===== config.mk =====
export PLATFORM = sky130hd
export DESIGN_NAME = apb_fsm_controller
export DESIGN_NICKNAME = d
export VERILOG_FILES = /design/src/rtl/apb_fsm_controller.sv
export SDC_FILE = /design/constraint.sdc
export NUM_CORES = 1
export LEC_CHECK = 0
export ABC_AREA = 1
export BUFFER_PORTS_ARGS = -buffer_cell sky130_fd_sc_hd__buf_2
export CAP_MARGIN = 20
export CORE_ASPECT_RATIO = 0.5
export CORE_MARGIN = 3
export CORE_UTILIZATION = 42
export CTS_CLUSTER_DIAMETER = 30
export DETAILED_ROUTE_END_ITERATION = 7
export PLACE_DENSITY = 0.83
export SLEW_MARGIN = 20
export SYNTH_ARGS = -nofsm -noshare
export SYNTH_HDL_FRONTEND = slang
export SYNTH_SLANG_ARGS = --single-unit

===== constraint.sdc =====
create_clock -name Hclk -period 1.6 [get_ports Hclk]
set_input_delay 0.24 -clock Hclk [delete_from_list [all_inputs] [get_ports Hclk]]
set_output_delay 0.24 -clock Hclk [all_outputs]
set_load 0.05 [all_outputs]

===== src/rtl/apb_fsm_controller.sv =====
// rtl/apb_fsm_controller.sv - AHB-to-APB sequencer producing SETUP/ACCESS cycles
// Optional APB wait-state support is enabled by defining APB_PREADY_EN.
module apb_fsm_controller #(
    parameter int ADDR_W = 32,
    parameter int DATA_W = 32,
    parameter int NSEL   = 3
) (
    input  logic              Hclk,
    input  logic              Hreset,
    input  logic              valid,
    input  logic [ADDR_W-1:0] Haddr,
    input  logic              Hwrite,
    input  logic [NSEL-1:0]   Hselx,
    input  logic [DATA_W-1:0] Hwdata,
    input  logic [DATA_W-1:0] Prdata,
`ifdef APB_PREADY_EN
    input  logic              Pready,
`endif
    output logic              Pwrite,
    output logic              Penable,
    output logic [NSEL-1:0]   Pselx,
    output logic [ADDR_W-1:0] Paddr,
    output logic [DATA_W-1:0] Pwdata,
    output logic              Hreadyout,
    output logic [DATA_W-1:0] Hrdata,
    output logic [1:0]        Hresp
);

    typedef enum logic [1:0] {IDLE, WWAIT, SETUP, ACCESS} state_t;

    state_t          state;
    logic            ready_q;
    logic [NSEL-1:0] sel_q;
    logic            access_done;
    logic            accept;

`ifdef APB_PREADY_EN
    // A slave wait state in ACCESS must stall AHB in the same cycle it is signalled.
    assign access_done = (state != ACCESS) || Pready;
`else
    assign access_done = 1'b1;
`endif

    assign Hreadyout = ready_q && access_done;
    assign accept    = valid && (|Hselx) && Hreadyout;
    assign Hrdata    = (state == ACCESS && !Pwrite) ? Prdata : '0;
    assign Hresp     = 2'b00;

    always_ff @(posedge Hclk) begin
        if (Hreset) begin
            state   <= IDLE;
            Pwrite  <= 1'b0;
            Penable <= 1'b0;
            Pselx   <= '0;
            Paddr   <= '0;
            Pwdata  <= '0;
            ready_q <= 1'b1;
            sel_q   <= '0;
        end else begin
            case (state)
                IDLE, ACCESS: begin
                    if (state == IDLE || access_done) begin
                        Penable <= 1'b0;
                        Pselx   <= (accept && !Hwrite) ? Hselx : '0;
                        if (accept) begin
                            Paddr   <= Haddr;
                            Pwrite  <= Hwrite;
                            sel_q   <= Hselx;
                            ready_q <= 1'b0;
                            state   <= Hwrite ? WWAIT : SETUP;
                        end else begin
                            state   <= IDLE;
                        end
                    end
                end
                WWAIT: begin
                    // Write data arrives one cycle after its address phase.
                    Pwdata <= Hwdata;
                    Pselx  <= sel_q;
                    state  <= SETUP;
                end
                SETUP: begin
                    Penable <= 1'b1;
                    ready_q <= 1'b1;
                    state   <= ACCESS;
                end
                default: state <= IDLE;
            endcase
        end
    end

endmodule

---- Yosys cells after proc, flatten, opt, wreduce, memory -nomap -nowiden ----
Index checks and enable logic that the tools add are counted.
W data, S select, Z words.
cells by class
  eq/ne operators ......................... 4
  multiplexer cells ....................... 9
  reduce and logical (&&, ||, !) cells .... 13
operator list
  operator              count
  $mux W32              1
  $pmux W2 S3           1
  $pmux W3 S2           1
  $eq A2 B2 Y1 const B  2
  $logic_and A1 B1 Y1   4
  $mux W2               2
  $pmux W1 S2           2
  $reduce_and A2 Y1     2
  $reduce_bool A2 Y1    2
  $mux W3               1
  $reduce_or A3 Y1      1
  $eq A2 B1 Y1 const B  1
  $logic_not A1 Y1      2
  $logic_not A2 Y1      1
  $ne A2 B2 Y1 const B  1
  $reduce_or A2 Y1      1
  $mux W1               1
word-level totals
  bits in registers ....................... 75
  logic and storage cells ................. 34

---- Depth between registers and ports, before layout ----
Gate-level depths: netlist of run 1.
  depth after elaboration ................. 6
  mapped depth ............................ 8
  depth with buffers taken out ............ 7

---- Worst setup path before layout of run 1 ----
No wires, ideal clock.
  path kind ............................... register to output
  start point ............................. register Pwrite
  end point ............................... output Hrdata[10]
  data arrival time ....................... 1.528 ns
  required time ........................... 1.360 ns
  setup slack ............................. -0.168 ns
  cell stages (with the launch flop) ...... 5
  cells stage by stage .................... dfxtp_1 -> inv_1 -> nand2_1 -> clkbuf_1 -> nor2_1
between the ends
  cells in the longest elaborated chain, start to end .. 3
ends and longest elaborated chain
  what                    RTL line  text
  from (decl)             19        output logic Pwrite,
  from (signal assigned)  67        Pwrite <= Hwrite;
  $logic_not A1 Y1        46        assign Hrdata = (state == ACCESS && !Pwrite) ? Prdata : '0;
  $logic_and A1 B1 Y1     46
  $mux W32                46
  to (decl)               25        output logic [DATA_W-1:0] Hrdata,
No other way between the ends.

---- Worst setup path after layout of run 1 ----
  start point ............................. register state[0]
  end point ............................... output Hrdata[21]
between the ends
  cells in the longest elaborated chain, start to end .. 3
ends and longest elaborated chain
  what                    RTL line  text
  from (decl)             31        state_t state;
  from (signal assigned)  70        state <= Hwrite ? WWAIT : SETUP;
  $eq A2 B2 Y1            46
  $logic_and A1 B1 Y1     46
  $mux W32                46
No other way between the ends.

==> results of run 1 <==
power breakdown:
| group | total, mW | leakage (nW) | switching, mW | internal [mW] |
|---|---|---|---|---|
| clock network | 1.70 | 0.117 | 0.686 | 1.01 |
| registers | 2.17 | 0.613 | 0.107 | 2.07 |
| logic | 1.80 | 1.80 | 1.28 | 0.522 |
area by class of cell:
| cell class | instances | area, µm² | area share |
|---|---|---|---|
| repair buffers | 222 | 1464 | 0.2970 |
| inverters | 44 | 166.4 | 0.03376 |
| clock buffers | 11 | 232.7 | 0.04721 |
| multi-input cells | 273 | 1443 | 0.2926 |
| well taps | 92 | 115.1 | 0.02335 |
| flip-flops and latches | 75 | 1504 | 0.3051 |
| clock inverters | 1 | 5.005 | 0.001015 |
metal layers:
layer / share of wire / vias up
li1: - / 1772
met1: 0.38 / 1687
met2: 0.53 / 160
met3: 0.067 / 25
met4: 0.028 / 0
met5: 0 / -
cell families (layout without fill, tap and decap cells):
family                     Yosys count  in the layout  synth area share
buffers and inverters               77            278            0.1083
AOI/OAI and AO/OA                   81             81            0.1315
other                                1              2          0.001202
DFF                                 75             75            0.4812
and+or+nand+nor                    185            185            0.2578
adders and majority gates            5              5           0.02005
layout by cell type, fill, tap and decap left out, drive strengths merged:
cell / instances
dfxtp: 75
clkinv: 2
nand4: 39
buf: 222
nand3: 4
nor2: 100
conb: 2
o21ai: 36
a21oi: 43
nand2: 42
o21a: 2
ha: 5
clkbuf: 11
inv: 43
worst min-delay path: stages:
cell	delay [ps]
buf_2	70
nor2_1	30
nor2_1	80
sequential cells by signal, indices dropped and copies added (netlist names):
name,cells
Paddr,32
Hreadyout,1
Penable,1
Pselx,3
Pwrite,1
state,2
Pwdata,32
sel_q,3
metrics by stage:
step                hold slack [ps]  utilization
finish                        135.5       0.7107
global placement              432.5       0.6111
detailed placement            441.5       0.6111
CTS                           126.5       0.6860
floorplan                     374.9            -
global route                  133.9       0.7107
worst max path at each step:
stage                       endpoint  cells after the start     start  slack, ps
final                     Hrdata[21]                      5  state[0]        -90
after global placement     Hrdata[4]                      5  state[0]        190
after detailed placement      Pwrite                      5  state[0]        110
after floorplan           Hrdata[10]                      4    Pwrite       -170
after CTS                  Hrdata[8]                      5  state[0]       -0.6
after global routing      Hrdata[12]                      5  state[0]       -110
what timing repair did:
| item | in CTS | in global routing |
|---|---|---|
| buffers inserted | 2 | 0 |
| endpoints found under the hold margin | 0 | 0 |
| setup endpoints to repair | 32 | 54 |
| cloned | 1 | 0 |
| resized for setup | 81 | 46 |
| hold buffers | 0 | 0 |
==> parameters.txt, run 1 <==
Parameter                              Value

Drt
  Detailed-route wire length per cell ... between 15 and 20 µm
  Antenna-violating nets left ... 0
  Final routed DRC violation total ... 0
  DR iter-0 viols ... 382
  Post-detailed-routing wire length ... 11,000 µm
  Vias per cell ... 5.075
  Vias after detailed routing ... ~3,600
  First drt pass iteration count ... 4

Layout
  Final Non-Filler Cells ... slightly above 700
  Ant diodes ... 0
  Number of nets in the finished design ... about 730
  Number of filler instances in the final layout ... ~540
  Non-Filler Cell Area, Final ... 4930 µm²
  Layout overhead on the synthesized area ... 57.98%
  Share of post-route cells with drive strength above 1 ... 0.4345

Logic synthesis
  Fraction of post-synthesis cell area in the top cell type by area ... 0.4812
  Most used standard cell by instance count after synthesis ... nor2_1
  Async set-or-reset flop fraction in the synthesized netlist ... 0
  Library cell with the largest summed area after synthesis ... dfxtp_1
  Distinct cell type count after synthesis ... 18
  Flip-flop and latch count after synthesis ... 75
  Cell types occupying the most area after synthesis ... dfxtp_1 48%, nor2_1 12%, nand4_1 7.8%
  Cell count after synthesis ... 424
  Dominant register cell in the synthesized netlist ... dfxtp_1
  Netlist Area Pre-Place ... 3120 µm²
  Most used standard cells in the synthesized netlist ... 100 x nor2_1, 75 x dfxtp_1, 43 x a21oi_1, 43 x inv_1, 41 x nand2_1
  Number of synthesized flops with an enable pin ... 0
  Yosys warns ... 0
  Sequential share of the synthesized area ... 0.4812
  Average instance area after synthesis ... 7.360 µm²

GRT
  Top Usage Layer GRT ... met2
  GRT Resource Usage Total ... 0.2280
  Antenna violations before repair ... 0
  Number of global-route vias before repair ... roughly 3,200
  Met3 Usage GRT ... 0.05444
  First-pass GRT wire length ... around 16,000 µm
  Maximum number of pins on one net before global-route repair ... 39
  GRT met1 Usage ... 0.2885
  Sum of overflow across all layers after global routing ... 0
  Fraction of met2 tracks used by global routing ... 0.3861

Placement
  Number of instances in the placed design ... 703
  Cell area reported after detailed placement ... 4239 µm²
  Number of buffers inserted by port buffering ... slightly above 200
  Final HPWL from detailed placement ... 6823 µm
  Gp weighted congestion ... 0.7600
  Pre-CTS setup slack ... 107.6 ps

Power and ir drop
  IR drop worst, VDD ... 596.4 µV
  Total power consumption of the routed design ... 5.673 mW
  Reported leakage power ... 2.534 nW
  Pwr/cell area ... 1151 nW/µm²

Worst hold path
  Path category of the worst min-delay check ... input port to flip-flop
  Min-Delay Path Depth ... 3
  Hold path endpoint ... Pwdata[4]
  Critical hold path startpoint ... Hwdata[4]

Worst setup path
  Kind of capture point of the worst setup path ... primary output
  Endpoint of the worst-slack reg-to-reg timing path ... Pselx[1]
  Crit path max-delay family ... flip-flops
  Ordered cell list for the critical path ... ha_4, nand2_4, buf_16, nor2_2, buf_6
  Max stage delay cell, worst path ... dfxtp_2
  Reg2Reg Depth ... 7
  Crit path required time ... 1360 ps
  Startpoint type of the worst setup path ... flip-flop
  Arrival @ worst endpoint ... 1450 ps
  Number of buffers and inverters on the critical path ... 2
  Launch point of the worst reg-to-reg path ... state[1]
  Largest fanout on the critical path ... 16
  Slowest cell delay on critical path ... between 300 and 400 ps
  Category of the critical setup timing path ... flip-flop to primary output
  Reg2reg setup slack ... 20 ps

Clocking
  Insertion delay to the later sink of the worst-skew pair ... 330 ps
  Number of buffers on the longest clock path ... 2
  H-tree levels ... 3
  Number of clock buffers inserted by TritonCTS ... 9
  Clock transition time at the flip-flop clock pins of the worst setup and hold paths ... 60 ps
  Clock root buffer master ... clkbuf_16
  Sinks on the clock net ... 75
  CTS tree ... yes

STA
  Fmax achieved ... 592.0 MHz
  Max-slew violation count ... 0
  Time the final worst path needs with I/O delays and setup ... 1689 ps
  Final-report hold violation count ... 0
  Worst clock skew on the final layout ... 5.730 ps
  Post-route worst setup slack ... -89.06 ps
  Total negative setup slack ... -1167 ps
  Final critical-path share of the clock period ... 1.056
  RSZ-0062 raised after global routing ... yes
  Number of endpoints failing setup at the final stage ... 31

Die
  Initial core utilization ... 0.4499
  I/O pins ... around 210
  Floorplan Core Area ... 6937 µm²
  Die H ... roughly 67 µm
  Die Span X ... approximately 130 µm
  Std cell rows ... 21
  Full die area ... 8563 µm²

Job
  Max-Cap Viols ... 0

Outcome
  Violations in the final reports ... setup timing
  Status ... finished with violations
Note: power is estimated with default switching activity, not from simulation.
==> inputs of run 2 (changes only) <==
- CELL_PAD_IN_SITES_DETAIL_PLACEMENT: default -> 0
- CELL_PAD_IN_SITES_GLOBAL_PLACEMENT: default -> 1
- CORE_UTILIZATION: 42 -> 28
- PLACE_DENSITY: 0.83 -> 0.84
- clock period: 1.6 -> 1.7 ns (I/O delays scaled with it)
==> run 2 against run 1 <==
  * The run now ends clean
  * Wire length fell by 5.5%
  * Non-clock buffer count shrank 3
  * Register-to-register slack gained 180 ps
  * Sequential share of layout area rose by 0.60 points
  * Sequential power down 6%
==> parameters.txt, run 2 (synthesis results as in run 1) <==
Parameter                              Value

Outcome
  Status ... complete, no violations

Clocking
  Insertion delay to the later sink of the worst-skew pair ... 330 ps
  CTS tree ... yes
  Sinks on the clock net ... 75
  Clock transition time at the flip-flop clock pins of the worst setup and hold paths ... 60 ps
  Clock root buffer master ... clkbuf_16
  H-tree levels ... 3
  Number of clock buffers inserted by TritonCTS ... 9
  Number of buffers added to fix hold violations after cts ... 0
  Number of buffers on the longest clock path ... 2

GRT
  Maximum number of pins on one net before global-route repair ... 39
  Number of global-route vias before repair ... 3,156
  Antenna violations before repair ... 0
  Sum of overflow across all layers after global routing ... 0
  First-pass GRT wire length ... 15,210 µm
  GRT Resource Usage Total ... 0.1495

STA
  RSZ-0062 raised after global routing ... yes
  Fmax achieved ... between 600 and 700 MHz
  Max-slew violation count ... 0
  Time the final worst path needs with I/O delays and setup ... 1662 ps
  Worst clock skew on the final layout ... 3.338 ps
  Final critical-path share of the clock period ... 0.9774
  Number of endpoints failing setup at the final stage ... 0
  Final-report hold violation count ... 0

Power and ir drop
  Pwr/cell area ... approximately 1100 nW/µm²
  Power share of the combinational group ... 0.292
  IR drop worst, VDD ... 436.0 µV
  Portion of total power attributed to the clock network ... 0.335
  Cell internal power dissipation ... 3.485 mW
  Reg power frac ... 0.374
  Net switching power figure ... 1.971 mW
  Reported leakage power ... 2.520 nW
  Switching part of the total ... 0.3612
  Total power consumption of the routed design ... ~5.5 mW

Layout
  Most common cell after layout, fill and taps aside ... buf_2
  Number of nets in the finished design ... 730
  Share of post-route cells with drive strength above 1 ... 0.4163
  Layout overhead on the synthesized area ... 55.45%
  Final Non-Filler Cells ... 767
  Ant diodes ... 0
  Largest regs ... Paddr x32, Pwdata x32
  Most frequent cells in the layout ... 172 x buf_2, 80 x nor2_1, 73 x dfxtp_1

Worst setup path
  Reg2Reg Depth ... 6
  Launch point of the worst reg-to-reg path ... state[0]
  Crit path required time ... 1440 ps
  Category of the critical setup timing path ... flip-flop to primary output
  Reg2reg setup slack ... 200 ps
  Largest fanout on the critical path ... 8
  Arrival @ worst endpoint ... 1410 ps
  Startpoint type of the worst setup path ... flip-flop
  Endpoint of the worst-slack reg-to-reg timing path ... Paddr[24]
  Kind of capture point of the worst setup path ... primary output
  Crit. Startpoint ... state[0]

Drt
  Antenna-violating nets left ... 0
  First drt pass iteration count ... 4
  Detailed-route wire length per cell ... 13.56 µm
  DR iter-0 viols ... roughly 190
  Vias after detailed routing ... between 3,000 and 4,000
  Vias per cell ... 4.520
  Final routed DRC violation total ... 0
  Post-detailed-routing wire length ... 10,400 µm

Placement
  Gp weighted congestion ... 0.7478
  Final HPWL from detailed placement ... 7329 µm
  Number of instances in the placed design ... 749
  Number of buffers inserted by port buffering ... 204

Worst hold path
  Min-Delay Path Depth ... 3
  Critical hold path startpoint ... Hwdata[14]
  Hold path endpoint ... Pwdata[14]
  Path category of the worst min-delay check ... input port to flip-flop

Die
  I/O pins ... 207
  Floorplan Core Area ... around 11,000 µm²
  Initial core utilization ... 0.2961
  Die Span X ... 155.3 µm
  Std cell rows ... 26
  Die H ... around 81 µm
  Full die area ... approximately 13,000 µm²

Job
  Max-Cap Viols ... 0
-- run 2: worst max path at each step --
stage,slack [ps],cells after the start,endpoint
2_1_floorplan,-80,4,Hrdata[10]
3_3_place_gp,230,5,Hrdata[21]
3_5_place_dp,190,6,Paddr[23]
4_1_cts,0.6,5,Hrdata[21]
5_1_grt,-30,5,Hrdata[12]
6_report,40,5,Hrdata[6]
-- run 2: timing repair --
item / CTS / global route
gates cloned: 0 / 2
resized for setup: 39 / 49
setup endpoints to repair: 32 / 32
setup buffers: 0 / 0
-- run 2: power groups by stage --
stage                     registers [mW]  clock network [mW]  logic, mW
after floorplan                     2.64                   0      0.555
after global placement              2.07                   0       1.56
after detailed placement            2.07                   0       1.57
after CTS                           2.03                1.89       1.58
after global routing                2.06                1.96       1.71
final                               2.04                1.83       1.59
-- run 2: worst max-delay path, stage by stage, from the launching register on --
cell	delay [ps]
dfxtp_4	370
ha_4	150
nand2_4	80
clkbuf_16	180
nor2_1	90
buf_4	200
-- run 2: per-stage QoR --
stage	cell area, µm²	hold WS [ps]	worst slack, ps	utilization	TNS (ps)
6_report	4851	142.4	38.49	0.4602	0
5_1_grt	4851	140.0	-26.69	0.4602	-140.0
4_1_cts	4653	132.4	0.6192	0.4415	0
3_5_place_dp	4259	448.6	185.8	0.4041	0
3_3_place_gp	4259	442.5	229.4	0.4041	0
2_1_floorplan	3124	389.9	-83.24	-	-2497
-- run 2: layout make-up --
type                       instances  area, µm²
tap                              140      175.2
timing repair buffer             219       1354
inverter                          44      166.4
sequential                        75       1509
clock buffer                      13      270.3
fill                            1109       5689
clock inverter                     3      21.27
multi-input combinational        273       1355
-- run 2: per-layer routing --
metal,part of all wire,vias up,routed length (µm),global-route usage
li1,-,1767,-,-
met1,0.42,1601,4349,0.1794
met2,0.52,89,5385,0.2645
met3,0.056,10,578,0.04037
met4,0.0082,0,85,0.04454
met5,0,-,0,0
